**config.mk**
```make
export PLATFORM = sky130hd
export DESIGN_NAME = lut_block_cfg_flat
export DESIGN_NICKNAME = d
export VERILOG_FILES = /design/src/rtl/lut_block_cfg_if.sv /design/src/rtl/lut_block_cfg.sv /design/src/flat_wrapper.sv
export SDC_FILE = /design/constraint.sdc
export NUM_CORES = 1
export LEC_CHECK = 0
export CORE_MARGIN = 5
export CORE_UTILIZATION = 45
export DETAILED_ROUTE_END_ITERATION = 8
export GPL_TIMING_DRIVEN = 1
export PLACE_DENSITY = 0.6
export SYNTH_ARGS = -nofsm -noshare
export SYNTH_HDL_FRONTEND = slang
export SYNTH_SLANG_ARGS = --single-unit
export TNS_END_PERCENT = 100
```
**constraint.sdc**
```tcl
create_clock -name clock -period 1.8 [get_ports clock]
set_clock_uncertainty 0.1 [all_clocks]
set_input_delay 0.18 -clock clock [delete_from_list [all_inputs] [get_ports clock]]
set_output_delay 0.18 -clock clock [all_outputs]
set_load 0.03 [all_outputs]
```
**src/rtl/lut_block_cfg_if.sv**
```systemverilog
// Bus bundle for lut_block_cfg: serial config chain plus the LUT address/result lanes.
// The master side drives configuration and addresses; the slave side is the logic block.
interface lut_block_cfg_if #(
    parameter int K       = 5,
    parameter int NUM_LUT = 2
);
    logic                   cfg_start;
    logic                   cfg_en;
    logic                   cfg_in;
    logic                   cfg_out;
    logic                   cfg_done;
    logic [NUM_LUT*K-1:0]   lut_in;
    logic [NUM_LUT-1:0]     lut_out;

    modport master (
        output cfg_start, cfg_en, cfg_in, lut_in,
        input  cfg_out, cfg_done, lut_out
    );

    modport slave (
        input  cfg_start, cfg_en, cfg_in, lut_in,
        output cfg_out, cfg_done, lut_out
    );
endinterface

```
**src/rtl/lut_block_cfg.sv**
```systemverilog
// Configurable logic block: NUM_LUT K-input LUTs loaded from a bit-serial chain.
// Each LUT selects between its combinational result and a registered copy.
module lut_block_lane #(
    parameter int K = 5,
    localparam int N = 1 << K
) (
    input  logic         clock,
    input  logic         reset_n,
    input  logic [N:0]   cfg,
    input  logic [K-1:0] addr,
    input  logic         clr,
    input  logic         done,
    output logic         out
);
    logic [N-1:0] truth;
    logic         reg_sel;
    logic         comb;
    logic         ff;

    assign truth   = cfg[N-1:0];
    assign reg_sel = cfg[N];
    assign comb    = truth[addr];

    // The flop only tracks the LUT once configured, so the first registered
    // result reflects the address sampled on the first edge in DONE.
    always_ff @(posedge clock or negedge reset_n) begin
        if (!reset_n)  ff <= 1'b0;
        else if (clr)  ff <= 1'b0;
        else if (done) ff <= comb;
    end

    assign out = done ? (reg_sel ? ff : comb) : 1'b0;
endmodule

module lut_block_cfg #(
    parameter int K       = 5,
    parameter int NUM_LUT = 2
) (
    input  logic          clock,
    input  logic          reset_n,
    lut_block_cfg_if.slave bus
);
    localparam int LUT_BITS = (1 << K) + 1;
    localparam int CFG_BITS = NUM_LUT * LUT_BITS;
    localparam int CW       = $clog2(CFG_BITS + 1);

    typedef enum logic [1:0] {IDLE = 2'd0, LOAD = 2'd1, DONE = 2'd2} state_t;

    state_t              state, state_nxt;
    logic [CW-1:0]       cnt, cnt_nxt;
    logic [CFG_BITS-1:0] chain;
    logic                shift;
    logic                done;
    logic [NUM_LUT-1:0]  lut_out;

    always_ff @(posedge clock or negedge reset_n) begin
        if (!reset_n) begin
            state <= IDLE;
            cnt   <= '0;
        end else begin
            state <= state_nxt;
            cnt   <= cnt_nxt;
        end
    end

    // A start pulse wins over a shift in the same cycle.
    always_comb begin
        state_nxt = state;
        cnt_nxt   = cnt;
        shift     = 1'b0;
        if (bus.cfg_start) begin
            state_nxt = LOAD;
            cnt_nxt   = '0;
        end else if (state == LOAD && bus.cfg_en) begin
            shift   = 1'b1;
            cnt_nxt = cnt + CW'(1);
            if (cnt == CW'(CFG_BITS - 1)) state_nxt = DONE;
        end
    end

    always_ff @(posedge clock or negedge reset_n) begin
        if (!reset_n)   chain <= '0;
        else if (shift) chain <= {chain[CFG_BITS-2:0], bus.cfg_in};
    end

    assign done         = (state == DONE);
    assign bus.cfg_done = done;
    assign bus.cfg_out  = chain[CFG_BITS-1];

    for (genvar j = 0; j < NUM_LUT; j++) begin : g_lane
        lut_block_lane #(.K(K)) u_lane (
            .clock   (clock),
            .reset_n (reset_n),
            .cfg     (chain[j*LUT_BITS +: LUT_BITS]),
            .addr    (bus.lut_in[j*K +: K]),
            .clr     (bus.cfg_start),
            .done    (done),
            .out     (lut_out[j])
        );
    end

    assign bus.lut_out = lut_out;
endmodule
```
**src/flat_wrapper.sv**
```systemverilog
// flat-port wrapper written by rule: the top's interface ports become plain ports
module lut_block_cfg_flat 
#(
    parameter int K       = 5,
    parameter int NUM_LUT = 2
)
  (clock, reset_n, bus_cfg_start, bus_cfg_en, bus_cfg_in, bus_lut_in, bus_cfg_out, bus_cfg_done, bus_lut_out);
  lut_block_cfg_if #(.K(K), .NUM_LUT(NUM_LUT)) bus_i ();
  input  logic clock;
  input  logic reset_n;
  input wire logic [$bits(bus_i.cfg_start)-1:0] bus_cfg_start;
  input wire logic [$bits(bus_i.cfg_en)-1:0] bus_cfg_en;
  input wire logic [$bits(bus_i.cfg_in)-1:0] bus_cfg_in;
  input wire logic [$bits(bus_i.lut_in)-1:0] bus_lut_in;
  output wire logic [$bits(bus_i.cfg_out)-1:0] bus_cfg_out;
  output wire logic [$bits(bus_i.cfg_done)-1:0] bus_cfg_done;
  output wire logic [$bits(bus_i.lut_out)-1:0] bus_lut_out;
  assign bus_i.cfg_start = bus_cfg_start;
  assign bus_i.cfg_en = bus_cfg_en;
  assign bus_i.cfg_in = bus_cfg_in;
  assign bus_i.lut_in = bus_lut_in;
  assign bus_cfg_out = bus_i.cfg_out;
  assign bus_cfg_done = bus_i.cfg_done;
  assign bus_lut_out = bus_i.lut_out;
  lut_block_cfg #(.K(K), .NUM_LUT(NUM_LUT)) u_core (.clock(clock), .reset_n(reset_n), .bus(bus_i));
endmodule
```
==> out/qor.csv, run 1 <==
stage,metric,value,unit
status,status,"complete, but fails checks",
status,violated checks,negative setup slack,
die,Rows,33,
sta,"Setup violations, final",2,
critical_path,Reg2Reg Launch Point,u_core.state[1],
power_and_ir_drop,PwrDens,925,mW/mm^2
yosys,Yosys reg bits,77,
yosys,Post-Synth Adder-Cell Area,0.00680,
yosys,Post-synth EDFFs,0,
cts,Sink Count,77,
route,DRT antenna net count,0,
layout,Final #Nets,346,
critical_path,"Arr. time, crit path",1640,ps
route,1st-pass router iterations,3,
critical_path,kind of critical path,reg -> out,
sta,RSZ-0062 raised after global routing,yes,
die,I/O pin total,19,
critical_path,CP Capture Type,output port,
yosys,post-synthesis sequential area ratio,0.523,
die,die footprint,0.0101,mm^2
layout,"Design Area, Final",0.00447,mm^2
cts,clk_lat worst skew,350,ps
yosys,simple-gate area share of the yosys netlist,0.0809,
die,die width,100,um
die,total core area,0.00809,mm^2
die,chip height,100,um
route,DRT Wirelength,6.52,mm
yosys,post-synthesis mux area share,0.289,
layout,Syn-to-layout area delta,21.3,%
critical_path,worst-case reg-to-reg path depth,4,
yosys,ys async rst share,1.00,
critical_path,R2R setup slack,160,ps
min_path,Hold Crit Class,in -> async,
route,WL/cell,14.9,um
sta,Tcrit/Tclk final,1.07,
placed_design,Port Buffer Count,18,
yosys,Cell variety after synth,32,
cts,CTS Buf Count,9,
cts,CTS Root Cell,clkbuf_8,
yosys,post-synth top area share,0.523,
yosys,area fraction in compound gates after synthesis,0.0435,
cts,CTS H-tree lvls,3,
critical_path,CP Data Required Time,1520,ps
global_routing,vias in the first global route,2381,
route,# DRC,0,
die,Initial Util,0.455,
critical_path,Critical Path Fanout Max,3,
yosys,predominant post-synthesis flop cell,dfrtp_1,
layout,n_diodes,0,
yosys,Mapped Nets,297,
global_routing,total global routing overflow,0,
job,Max Cap Viol,0,
sta,fin worst setup slack,-120,ps
yosys,Synth Area in XOR/XNOR,0.0143,
placed_design,Final HPWL DP,4.28,mm
yosys,Cells after Synth,280,
power_and_ir_drop,worst ir drop on vdd,590,uV
global_routing,largest net degree at the start of global routing,51,
sta,highest clock rate,0.521,GHz
route,violation count after the first detailed-route iteration,46,
global_routing,Total Routing Usage GR,0.143,
yosys,Synth area leader,dfrtp_1,
yosys,warnings from Yosys,0,
placed_design,area of placed instances,0.00398,mm^2
sta,hold violation total from the final report,0,
sta,Pins Over Slew Limit,0,
global_routing,antenna violations before repair,0,
critical_path,worst r2r dst,u_core.chain[49],
yosys,largest family of logic cells by synthesized area,multiplexers,
yosys,Netlist Area Pre-Place,0.00368,mm^2
route,via count,2256,
global_routing,first-pass GRT wire length,11.4,mm
placed_design,RD Place Congestion,0.734,
yosys,top post-synthesis cells by area,"dfrtp_1, mux2_2, mux2_1",
cts,Worst-path clk slew,80,ps
sta,Rel. slew slack,0.676,
yosys,Avg Inst Size Synth,13.2,um^2
sta,minimum clock period,1920,ps
route,via/cell ratio,5.15,
cts,Bufs on Longest Clock Path,2,
cts,CTS tree,done,
critical_path,crit start category,flip-flop,
power_and_ir_drop,Leakage,2.25,nW
sta,Setup TNS,-215,ps
sta,worst-margin pin slew,485,ps
layout,layout cells sized above 1,0.300,
[critical path: stages, from the launching register on]
cell and delay [ps]:
dfrtp_1 400, mux2i_1 160, a21oi_1 100, nand3_1 80
nand4_1 140, o211a_1 270, buf_6 140
[what timing repair did]
item	in CTS	in global routing
cloned	2	0
buffers inserted	14	5
hold buffers	1	0
pin swaps	10	10
setup endpoints to repair	4	2
hold endpoints to repair	36	0
resized for setup	20	2
[synthesized netlist by cell type (2+ instances only)]
cell type,n
a211oi_1,2
a21oi_1,7
xnor2_1,3
nor2b_1,2
nand4_1,2
buf_6,6
and2_1,2
mux2i_1,32
buf_4,5
mux2_2,37
dfrtp_1,77
a22o_1,2
xor2_1,3
ha_1,2
inv_1,2
buf_12,2
a22oi_1,8
nor2_1,14
nor3_1,2
mux2_1,29
nand2b_1,6
and2b_1,2
nand3_1,12
o211a_1,2
nand2_1,12
[routing by layer]
metal / track usage / part of all wire
met3: 0.0367 / 0.027
met1: 0.198 / 0.50
met2: 0.216 / 0.46
met4: 0.0560 / 0.013
met5: 0 / 0
[layout make-up]
type	count	area, um^2
clock buffer	11	151
clock inverter	4	95.1
sequential	77	1930
inverter	2	7.51
tap	105	131
fill	693	3630
multi-input combinational	187	1620
timing repair buffer	52	533
[cell families (layout without fill, tap and decap cells)]
logic type | count (synthesis) | count (layout)
buffers and inverters | 16 | 69
AOI/OAI and AO/OA | 23 | 23
adders and majority gates | 2 | 2
xor gates and xnor gates | 6 | 6
and+or+nand+nor | 58 | 58
DFF | 77 | 77
muxes | 98 | 98
[where the power goes]
group / leakage, nW / internal, mW / total, mW / switching (mW)
registers: 1.05 / 1.89 / 2.00 / 0.111
logic: 1.08 / 0.317 / 0.536 / 0.219
clock network: 0.125 / 0.987 / 1.59 / 0.607
total: 2.25 / 3.19 / 4.13 / 0.937
[metrics by stage]
step | total power, mW | util | hold slack, ps | instances | setup slack (ps)
after floorplan | 2.35 | - | -216 | 280 | 227
after global placement | 2.51 | 0.491 | 73.1 | 401 | -356
after detailed placement | 2.52 | 0.491 | 75.8 | 401 | -352
after CTS | 4.18 | 0.546 | 252 | 433 | -146
after global routing | 4.33 | 0.552 | 278 | 438 | -238
final | 4.13 | 0.552 | 238 | 438 | -120
[cell usage in the layout, fill, tap and decap left out, drive strengths merged, types with 2 or more instances in the layout]
| cell | Yosys | layout |
|---|---|---|
| dfrtp | 77 | 77 |
| mux2 | 66 | 66 |
| buf | 13 | 34 |
| mux2i | 32 | 32 |
| nor2 | 15 | 15 |
| nand2 | 12 | 12 |
| nand3 | 12 | 12 |
| clkbuf | 1 | 11 |
| a22oi | 8 | 8 |
| a21oi | 7 | 7 |
| clkdlybuf4s50 | 0 | 7 |
| nand2b | 6 | 6 |
| dlygate4sd2 | 0 | 6 |
| xor2 | 3 | 3 |
| xnor2 | 3 | 3 |
| bufinv | 0 | 3 |
| inv | 2 | 2 |
| nor2b | 2 | 2 |
| and2 | 2 | 2 |
| and2b | 2 | 2 |
| nand4 | 2 | 2 |
| o211a | 2 | 2 |
| nor3 | 2 | 2 |
| a22o | 2 | 2 |
| ha | 2 | 2 |
| bufbuf | 0 | 2 |
| clkdlybuf4s15 | 0 | 2 |
| a211oi | 2 | 2 |
[worst max path at each step]
stage	startpoint	end	cells after the start
2_1_floorplan	u_core.state[0]	bus_lut_out[0]	3
3_3_place_gp	bus_lut_in[1]	bus_lut_out[0]	8
3_5_place_dp	bus_lut_in[1]	bus_lut_out[0]	8
4_1_cts	u_core.chain[26]	bus_lut_out[0]	6
5_1_grt	u_core.chain[33]	bus_lut_out[1]	6
6_report	u_core.chain[24]	bus_lut_out[0]	6
[registers in the layout, indices dropped and copies added (netlist names)]
name,flops
u_core.state,2
u_core.cnt,7
u_core.chain,66
u_core.g_lane.u_lane.ff,2
(Power assumes the default switching activity.)
==> run 2, diff against run 1 <==
--- a/config.mk
+++ b/config.mk
@@ -6,10 +6,10 @@
 export NUM_CORES = 1
 export LEC_CHECK = 0
 export CORE_MARGIN = 5
-export CORE_UTILIZATION = 45
+export CORE_UTILIZATION = 40
 export DETAILED_ROUTE_END_ITERATION = 8
 export GPL_TIMING_DRIVEN = 1
-export PLACE_DENSITY = 0.6
+export PLACE_DENSITY = 0.54
 export SYNTH_ARGS = -nofsm -noshare
 export SYNTH_HDL_FRONTEND = slang
 export SYNTH_SLANG_ARGS = --single-unit
==> run 2 against run 1 <==
The run still ends with negative setup slack left; wire length decreased by 1.4%; first-iteration DRC count increased by 70%; sequential power about the same; core utilization decreased by 6.6 points; combinational power increased by 5.2%; maximum frequency decreased by 0.18%; flip-flop and latch count unchanged; design area decreased by 0.95%; critical path type unchanged; largest cell class unchanged.
==> out/qor.csv, run 2 (synthesized netlist as in run 1, its figures left out) <==
stage,metric,value,unit
status,status,"complete, but fails checks",
status,violated checks,negative setup slack,
layout,"most common cell after layout, fill and taps aside",dfrtp_1,
route,DRT Wirelength,6.43,mm
route,DRT antenna net count,0,
critical_path,Critical Path Fanout Max,3,
global_routing,met2 Resource Use GR,0.189,
cts,CTS Buf Count,9,
die,Rows,35,
layout,Final #Nets,341,
layout,Largest register FFs,66,
cts,Bufs on Longest Clock Path,2,
layout,Multi-input gate area,0.00162,mm^2
placed_design,RD Place Congestion,0.699,
min_path,Hold Crit Class,in -> async,
sta,Rel. slew slack,0.727,
critical_path,CP Data Required Time,1520,ps
cts,CTS tree,done,
global_routing,Total Routing Usage GR,0.124,
layout,n_diodes,0,
route,via/cell ratio,5.11,
cts,CTS Root Cell,clkbuf_8,
critical_path,crit start category,flip-flop,
route,1st-pass router iterations,4,
layout,layout cells sized above 1,0.284,
power_and_ir_drop,worst ir drop on vdd,496,uV
placed_design,Port Buffer Count,18,
die,Initial Util,0.404,
cts,Worst-path clk slew,80,ps
global_routing,vias in the first global route,2378,
route,violation count after the first detailed-route iteration,78,
critical_path,CP Capture Type,output port,
sta,highest clock rate,0.520,GHz
sta,hold violation total from the final report,0,
layout,Register Area,0.00193,mm^2
layout,Syn-to-layout area delta,20.1,%
sta,worst-margin pin slew,410,ps
critical_path,"Arr. time, crit path",1640,ps
cts,Sink Count,77,
die,total core area,0.00911,mm^2
die,die width,106,um
cts,CTS H-tree lvls,3,
global_routing,GRT Max-Usage Layer,met2,
die,chip height,106,um
power_and_ir_drop,Leakage,2.20,nW
global_routing,met3 usage in global routing,0.0279,
layout,most frequent cells in the layout,"dfrtp_1, mux2_2, mux2i_1, mux2_1, buf_4",
global_routing,largest net degree at the start of global routing,78,
die,I/O pin total,19,
sta,minimum clock period,1920,ps
die,die footprint,0.0112,mm^2
sta,Tcrit/Tclk final,1.07,
placed_design,Final HPWL DP,4.26,mm
global_routing,first-pass GRT wire length,11.4,mm
cts,clk_lat worst skew,330,ps
sta,fin worst setup slack,-124,ps
global_routing,M1 GR Usage,0.173,
route,# DRC,0,
sta,Pins Over Slew Limit,0,
layout,Fillers,841,
route,via count,2242,
layout,biggest regs,"u_core.chain: 66 flops, u_core.cnt: 7 flops",
sta,RSZ-0062 raised after global routing,yes,
placed_design,Placed Instances,410,
layout,largest reg by FF count,u_core.chain,
sta,"Setup violations, final",2,
global_routing,antenna violations before repair,0,
layout,final non-filler cell total,439,
job,Max Cap Viol,0,
critical_path,kind of critical path,reg -> out,
sta,worst hold margin,304,ps
global_routing,total global routing overflow,0,
layout,fin util,0.486,
power_and_ir_drop,PwrDens,923,mW/mm^2
route,WL/cell,14.6,um
[run 2: routing by layer]
layer | routed length, um | vias to the layer above
met3 | 220 | 5
met1 | 3210 | 1127
met2 | 2940 | 21
met5 | 0 | -
li1 | - | 1089
met4 | 58 | 0
[run 2: metrics by stage]
step	instance area [um^2]	worst slack, ps	setup TNS, ps	total power [mW]
after floorplan	3680	227	0	2.35
final	4420	-124	-239	4.08
after CTS	4400	-175	-653	4.14
after detailed placement	4020	-400	-1850	2.54
after global placement	4020	-394	-1450	2.54
after global routing	4420	-244	-589	4.28
[run 2: critical path, cell delays in order (launching register included)]
cell	delay [ps]
dfrtp_1	410
mux2i_2	170
a21oi_1	90
nand3_1	100
nand4_1	150
o211a_1	260
buf_6	140
[run 2: timing repair]
action | in CTS | in global routing
pin swaps | 9 | 9
hold buffers | 1 | 0
resized for setup | 19 | 4
endpoints found under the setup margin | 3 | 4
gates cloned | 1 | 0
buffers inserted | 11 | 6
endpoints found under the hold margin | 77 | 0
[run 2: cell type report]
type / instances / area share
sequential: 77 / 0.436
multi-input combinational: 187 / 0.367
inverter: 2 / 0.00170
timing repair buffer: 47 / 0.113
clock buffer: 10 / 0.0289
tap: 111 / 0.0314
clock inverter: 5 / 0.0226
[run 2: path summary, 6_finish.rpt]
kind / startpoint / endpoint / slack [ps] / cells after the start
worst max-delay path: u_core.chain[51] / bus_lut_out[1] / -120 / 6
min in group clock: bus_cfg_in / u_core.chain[0] / 350 / 2
worst max register to register: u_core.chain[51] / u_core.g_lane[1].u_lane.ff / 10 / 9
worst min register to register: u_core.g_lane[1].u_lane.ff / u_core.g_lane[1].u_lane.ff / 400 / 1
max in group asynchronous: reset_n / u_core.chain[50] / 960 / 3
worst min-delay path: reset_n / u_core.chain[46] / 300 / 3
[run 2: where the power goes]
| group | switching, mW | leakage [nW] | internal (mW) |
|---|---|---|---|
| Sequential | 0.120 | 1.05 | 1.89 |
| Combinational | 0.225 | 1.04 | 0.339 |
| Clock | 0.600 | 0.116 | 0.910 |
| Total | 0.945 | 2.20 | 3.14 |
==> run 3, diff against run 2 <==
--- a/config.mk
+++ b/config.mk
@@ -7,6 +7,7 @@
 export LEC_CHECK = 0
 export CORE_MARGIN = 5
 export CORE_UTILIZATION = 40
+export CTS_BUF_LIST = sky130_fd_sc_hd__clkbuf_2 sky130_fd_sc_hd__clkbuf_4 sky130_fd_sc_hd__clkbuf_8
 export DETAILED_ROUTE_END_ITERATION = 8
 export GPL_TIMING_DRIVEN = 1
 export PLACE_DENSITY = 0.54
==> run 3 against run 2 <==
The run still ends with negative setup slack left; cell count rose by 0.23%; highest routed layer unchanged; wire length decreased by 0.50%; critical path type unchanged; via count increased by 0.54%; critical endpoint unchanged; core utilization rose by 0.12 points.
==> out/qor.csv, run 3 (synthesized netlist as in run 1, its figures left out) <==
stage,metric,value,unit
layout,"Design Area, Final",0.00443,mm^2
critical_path,Critical Path Source,u_core.chain[51],
power_and_ir_drop,PwrDens,926,mW/mm^2
power_and_ir_drop,register share of total power,0.489,
sta,minimum clock period,1950,ps
critical_path,slowest CP cell,dfrtp_1,
route,DRT antenna net count,0,
critical_path,cell depth of the worst setup path,6,
sta,Rel. slew slack,0.724,
critical_path,Critical Path Fanout Max,3,
placed_design,Port Buffer Count,18,
power_and_ir_drop,Comb pwr share,0.140,
critical_path,Reg2Reg Launch Point,u_core.chain[14],
route,via/cell ratio,5.12,
cts,CTS H-tree lvls,3,
critical_path,worst r2r dst,u_core.g_lane[0].u_lane.ff,
global_routing,antenna violations before repair,0,
layout,Final #Nets,342,
critical_path,worst-case reg-to-reg path depth,9,
placed_design,dpl ws,-400,ps
layout,Syn-to-layout area delta,20.4,%
sta,fin worst setup slack,-147,ps
sta,worst-margin pin slew,414,ps
placed_design,RD Place Congestion,0.699,
global_routing,total global routing overflow,0,
die,I/O pin total,19,
global_routing,Total Routing Usage GR,0.124,
global_routing,first-pass GRT wire length,11.3,mm
critical_path,Critical path buffers and inverters,1,
critical_path,largest delay contributor family on the critical path,flip-flops,
placed_design,area of placed instances,0.00402,mm^2
cts,CTS tree,done,
global_routing,largest net degree at the start of global routing,78,
route,DRT Wirelength,6.40,mm
global_routing,vias in the first global route,2358,
sta,Pins Over Slew Limit,0,
critical_path,crit-path max cell delay,410,ps
power_and_ir_drop,NetSw,946,uW
sta,highest clock rate,0.514,GHz
critical_path,CP endpoint,bus_lut_out[1],
layout,n_diodes,0,
power_and_ir_drop,worst ir drop on vdd,510,uV
die,chip height,106,um
sta,RSZ-0062 raised after global routing,yes,
critical_path,R2R setup slack,10,ps
critical_path,"Cell Chain, Critical Path",mux2i_2 > a21oi_1 > nand3_1 > nand4_1 > o211a_1 > buf_6,
die,Rows,35,
layout,biggest regs,"u_core.chain: 66 flops, u_core.cnt: 7 flops",
status,violated checks,negative setup slack,
route,violation count after the first detailed-route iteration,85,
min_path,Hold Crit Class,in -> async,
job,Max Cap Viol,0,
cts,clk_lat worst skew,340,ps
critical_path,CP Capture Type,output port,
power_and_ir_drop,Leakage,2.21,nW
route,# DRC,0,
power_and_ir_drop,clock share of power,0.371,
die,die footprint,0.0112,mm^2
layout,most frequent cells in the layout,"dfrtp_1, mux2_2, mux2i_1, mux2_1, buf_4",
critical_path,CP Data Required Time,1520,ps
placed_design,Final HPWL DP,4.26,mm
cts,CTS Buf Count,9,
cts,Worst-path clk slew,80,ps
layout,Largest register FFs,66,
cts,CTS Root Cell,clkbuf_8,
critical_path,"Arr. time, crit path",1670,ps
critical_path,crit start category,flip-flop,
layout,layout cells sized above 1,0.289,
power_and_ir_drop,Pint,3.16,mW
die,Initial Util,0.404,
sta,"Setup violations, final",2,
route,WL/cell,14.5,um
die,total core area,0.00911,mm^2
critical_path,kind of critical path,reg -> out,
cts,Bufs on Longest Clock Path,2,
cts,Sink Count,77,
route,via count,2254,
sta,Tcrit/Tclk final,1.08,
sta,hold violation total from the final report,0,
layout,largest reg by FF count,u_core.chain,
die,die width,106,um
route,1st-pass router iterations,4,
power_and_ir_drop,switch share,0.230,
layout,"most common cell after layout, fill and taps aside",dfrtp_1,
status,status,"complete, but fails checks",
## run 3: changes by cell type in the layout (fill, tap and decap cells not counted), sizes merged
cell,previous run,this run
buf,30,31
## run 3: per-stage QoR
step                setup TNS (ps)  hold WS (ps)  cells  power, mW   util
floorplan                        0          -216    280       2.35      -
global placement             -1450           140    410       2.54  0.441
detailed placement           -1850           133    410       2.54  0.441
CTS                           -545           316    438       4.15  0.484
global route                  -618           337    440       4.32  0.487
finish                        -282           298    440       4.11  0.487
## run 3: area by class of cell
cell class	instances	area (um^2)
Fill cell	839	4670
Sequential cell	77	1930
Multi-Input combinational cell	187	1620
Timing Repair Buffer	48	508
Tap cell	111	139
Clock buffer	10	131
Clock inverter	5	100
Inverter	2	7.51
## run 3: timing repair
item | in CTS | in global routing
hold endpoints to repair | 77 | 0
setup endpoints to repair | 3 | 4
buffers inserted | 11 | 5
pin swaps | 8 | 9
hold buffers | 1 | 0
gates cloned | 1 | 0
resized for setup | 19 | 4
## run 3: tightest hold or removal path, cell delays in order
cell and delay (ps):
dlygate4sd3_1 530, buf_4 120, buf_12 320
## run 3: worst min-delay path by stage
| stage | to | slack, ps | cells after the start |
|---|---|---|---|
| detailed placement | u_core.chain[46] | 130 | 2 |
| CTS | u_core.chain[46] | 320 | 3 |
| global route | u_core.chain[46] | 340 | 3 |
| global placement | u_core.chain[46] | 140 | 2 |
| finish | u_core.chain[46] | 300 | 3 |
| floorplan | u_core.chain[0] | -220 | 0 |
## run 3: routing by layer
| metal | vias to the layer above | share of wire | track usage |
|---|---|---|---|
| met3 | 10 | 0.035 | 0.0279 |
| met4 | 0 | 0.016 | 0.0500 |
| li1 | 1090 | - | - |
| met2 | 23 | 0.45 | 0.187 |
| met5 | - | 0 | 0 |
| met1 | 1131 | 0.50 | 0.175 |
## run 3: power by group through the flow
stage,clock (mW),combinational [mW],sequential (mW)
2_1_floorplan,0,0.349,2.00
3_3_place_gp,0,0.481,2.05
3_5_place_dp,0,0.490,2.05
4_1_cts,1.58,0.558,2.01
5_1_grt,1.65,0.637,2.03
6_report,1.52,0.575,2.01
==> edit (flow settings as in run 2) <==
`NUM_LUT` is set to 2 in 3 places; all go to 4.
--- a/src/rtl/lut_block_cfg_if.sv
+++ b/src/rtl/lut_block_cfg_if.sv
@@ -4,3 +4,3 @@
     parameter int K       = 5,
-    parameter int NUM_LUT = 2
+    parameter int NUM_LUT = 4
 );
--- a/src/rtl/lut_block_cfg.sv
+++ b/src/rtl/lut_block_cfg.sv
@@ -36,3 +36,3 @@
     parameter int K       = 5,
-    parameter int NUM_LUT = 2
+    parameter int NUM_LUT = 4
 ) (
--- a/src/flat_wrapper.sv
+++ b/src/flat_wrapper.sv
@@ -4,3 +4,3 @@
     parameter int K       = 5,
-    parameter int NUM_LUT = 2
+    parameter int NUM_LUT = 4
 )
Ports: changed (resized bus_lut_in and bus_lut_out); port bits go from 19 to 31. No check against the original RTL was run, so the function may have changed too.
==> edit against run 2 <==
  * The flow still finishes with violations (setup timing)
  * Wire length grew 140%
  * Power is 110% higher
  * Synthesized cell count is 86% higher
  * Worst setup slack got worse by 240 ps
  * Sequential cell count grew 69
  * Cell area is 120% higher
  * Largest power group is now clock
  * Synthesized area rose by 93%
==> edit: results (changes against run 2) <==
| Metric | Value |
|---|---|
| Clk slew on worst S/H paths | `60 ps (was 80 ps)` |
| Post-CTS Setup Repair Bufs | `26 (was 11)` |
| Peak supply drop | `776.0 uV (was 496.2 uV)` |
| Dpl cells | `812 (was 410)` |
| Setup ws final | `-368.2 ps (was -123.8 ps)` |
| Final Setup Violations | `5 (was 2)` |
| Average wire per standard cell | `17.32 um (was 14.65 um)` |
| Flop2flop setup slack | `-10 ps (was 10 ps)` |
| Met3 routed WL | `355 um (was 220 um)` |
| Port bufs | `30 (was 18)` |
| Leak Pwr | `4.846 nW (was 2.202 nW)` |
| Root buffer cell | `clkbuf_16 (was clkbuf_8)` |
| Setup crit end | `bus_lut_out[3] (was bus_lut_out[1])` |
| Failing checks | `setup timing (unchanged)` |
| Status | `finished with violations (unchanged)` |
| Total track usage | `14.14% (was 12.45%)` |
| Syn Area/Cell | `13.63 um^2 (was 13.15 um^2)` |
| Syn nets | `547 (was 297)` |
| Final #Nets | `687 (was 341)` |
| Slew headroom | `71.60% (was 72.66%)` |
| CP arrival | `1890 ps (was 1640 ps)` |
| Clock buffer count from CTS | `17 (was 9)` |
| Post-Route Setup TNS | `-1173 ps (was -238.9 ps)` |
| Initial DRC count | `147 (was 78)` |
| Met2 usage | `23.24% (was 18.85%)` |
| First-pass GRT wire length | `23,350 um (was 11,360 um)` |
| WL met1 | `7299 um (was 3212 um)` |
| Biggest regs | `u_core.chain (132), u_core.cnt (8), u_core.g_lane.u_lane.ff (4) (was u_core.chain (66), u_core.cnt (7))` |
| Area contributors post-synth | `dfrtp_1, mux2_4, mux2_2 (was dfrtp_1, mux2_2, mux2_1)` |
| Layout cells sized above 1 | `46.06% (was 28.35%)` |
| Met2 routed WL | `7726 um (was 2939 um)` |
| Met1 Use GR | `18.54% (was 17.33%)` |
| R2R cell count | `3 (was 9)` |
| Largest net degree at the start of global routing | `43 (was 78)` |
edit: changes by cell type in the layout (fill, tap and decap cells not counted), moves of 8 or more:
cell	before	now
mux2_4	0	109
a22oi_1	7	15
mux2i_1	30	63
clkbuf_16	0	32
mux2_1	29	0
buf_4	19	84
nand2_1	12	25
dfrtp_1	77	146
mux2_2	37	22
edit: stage by stage:
step	setup slack, ps	hold WS [ps]	power (mW)	area (um^2)
floorplan	-14.83	-215.6	4.064	7103
global placement	-1092	22.81	4.365	8099
detailed placement	-1137	29.64	4.386	8099
CTS	-412.0	159.2	8.289	9032
global route	-485.5	182.5	8.790	9786
finish	-368.2	147.5	8.475	9786
edit: area by class of cell:
cell class / instances / area [um^2]
Clock inverter: 9 / 151.4
Tap cell: 225 / 281.5
Fill cell: 1407 / 7571
Clock buffer: 22 / 494.2
Sequential cell: 146 / 3654
Timing Repair Buffer: 150 / 1729
Multi-Input combinational cell: 343 / 3465
Inverter: 3 / 11.26
edit: logic make-up after synthesis:
| group | count (synthesis) | share of synthesized area [%] |
|---|---|---|
| AND/OR/NAND/NOR | 97 | 6.764 |
| multiplexers | 196 | 33.52 |
| AO/OA/AOI/OAI | 42 | 3.946 |
| buffers and inverters | 32 | 3.294 |
| XOR/XNOR | 7 | 0.8631 |
| adder cells (fa/ha/maj) | 1 | 0.1761 |
| flip-flops | 146 | 51.44 |
edit: power by group:
group	internal (mW)	switching [mW]
Clock	2.49	1.36
Combinational	0.636	0.424
Sequential	3.44	0.125
Total	6.57	1.90
edit: critical path, cell delays in order, from the launching register on:
cell and delay (ps):
dfrtp_1 400, mux2i_1 140, a22oi_1 100, nand3_1 90, nand2_1 60, a311oi_2 310
buf_4 180, a21oi_2 50, buf_6 140
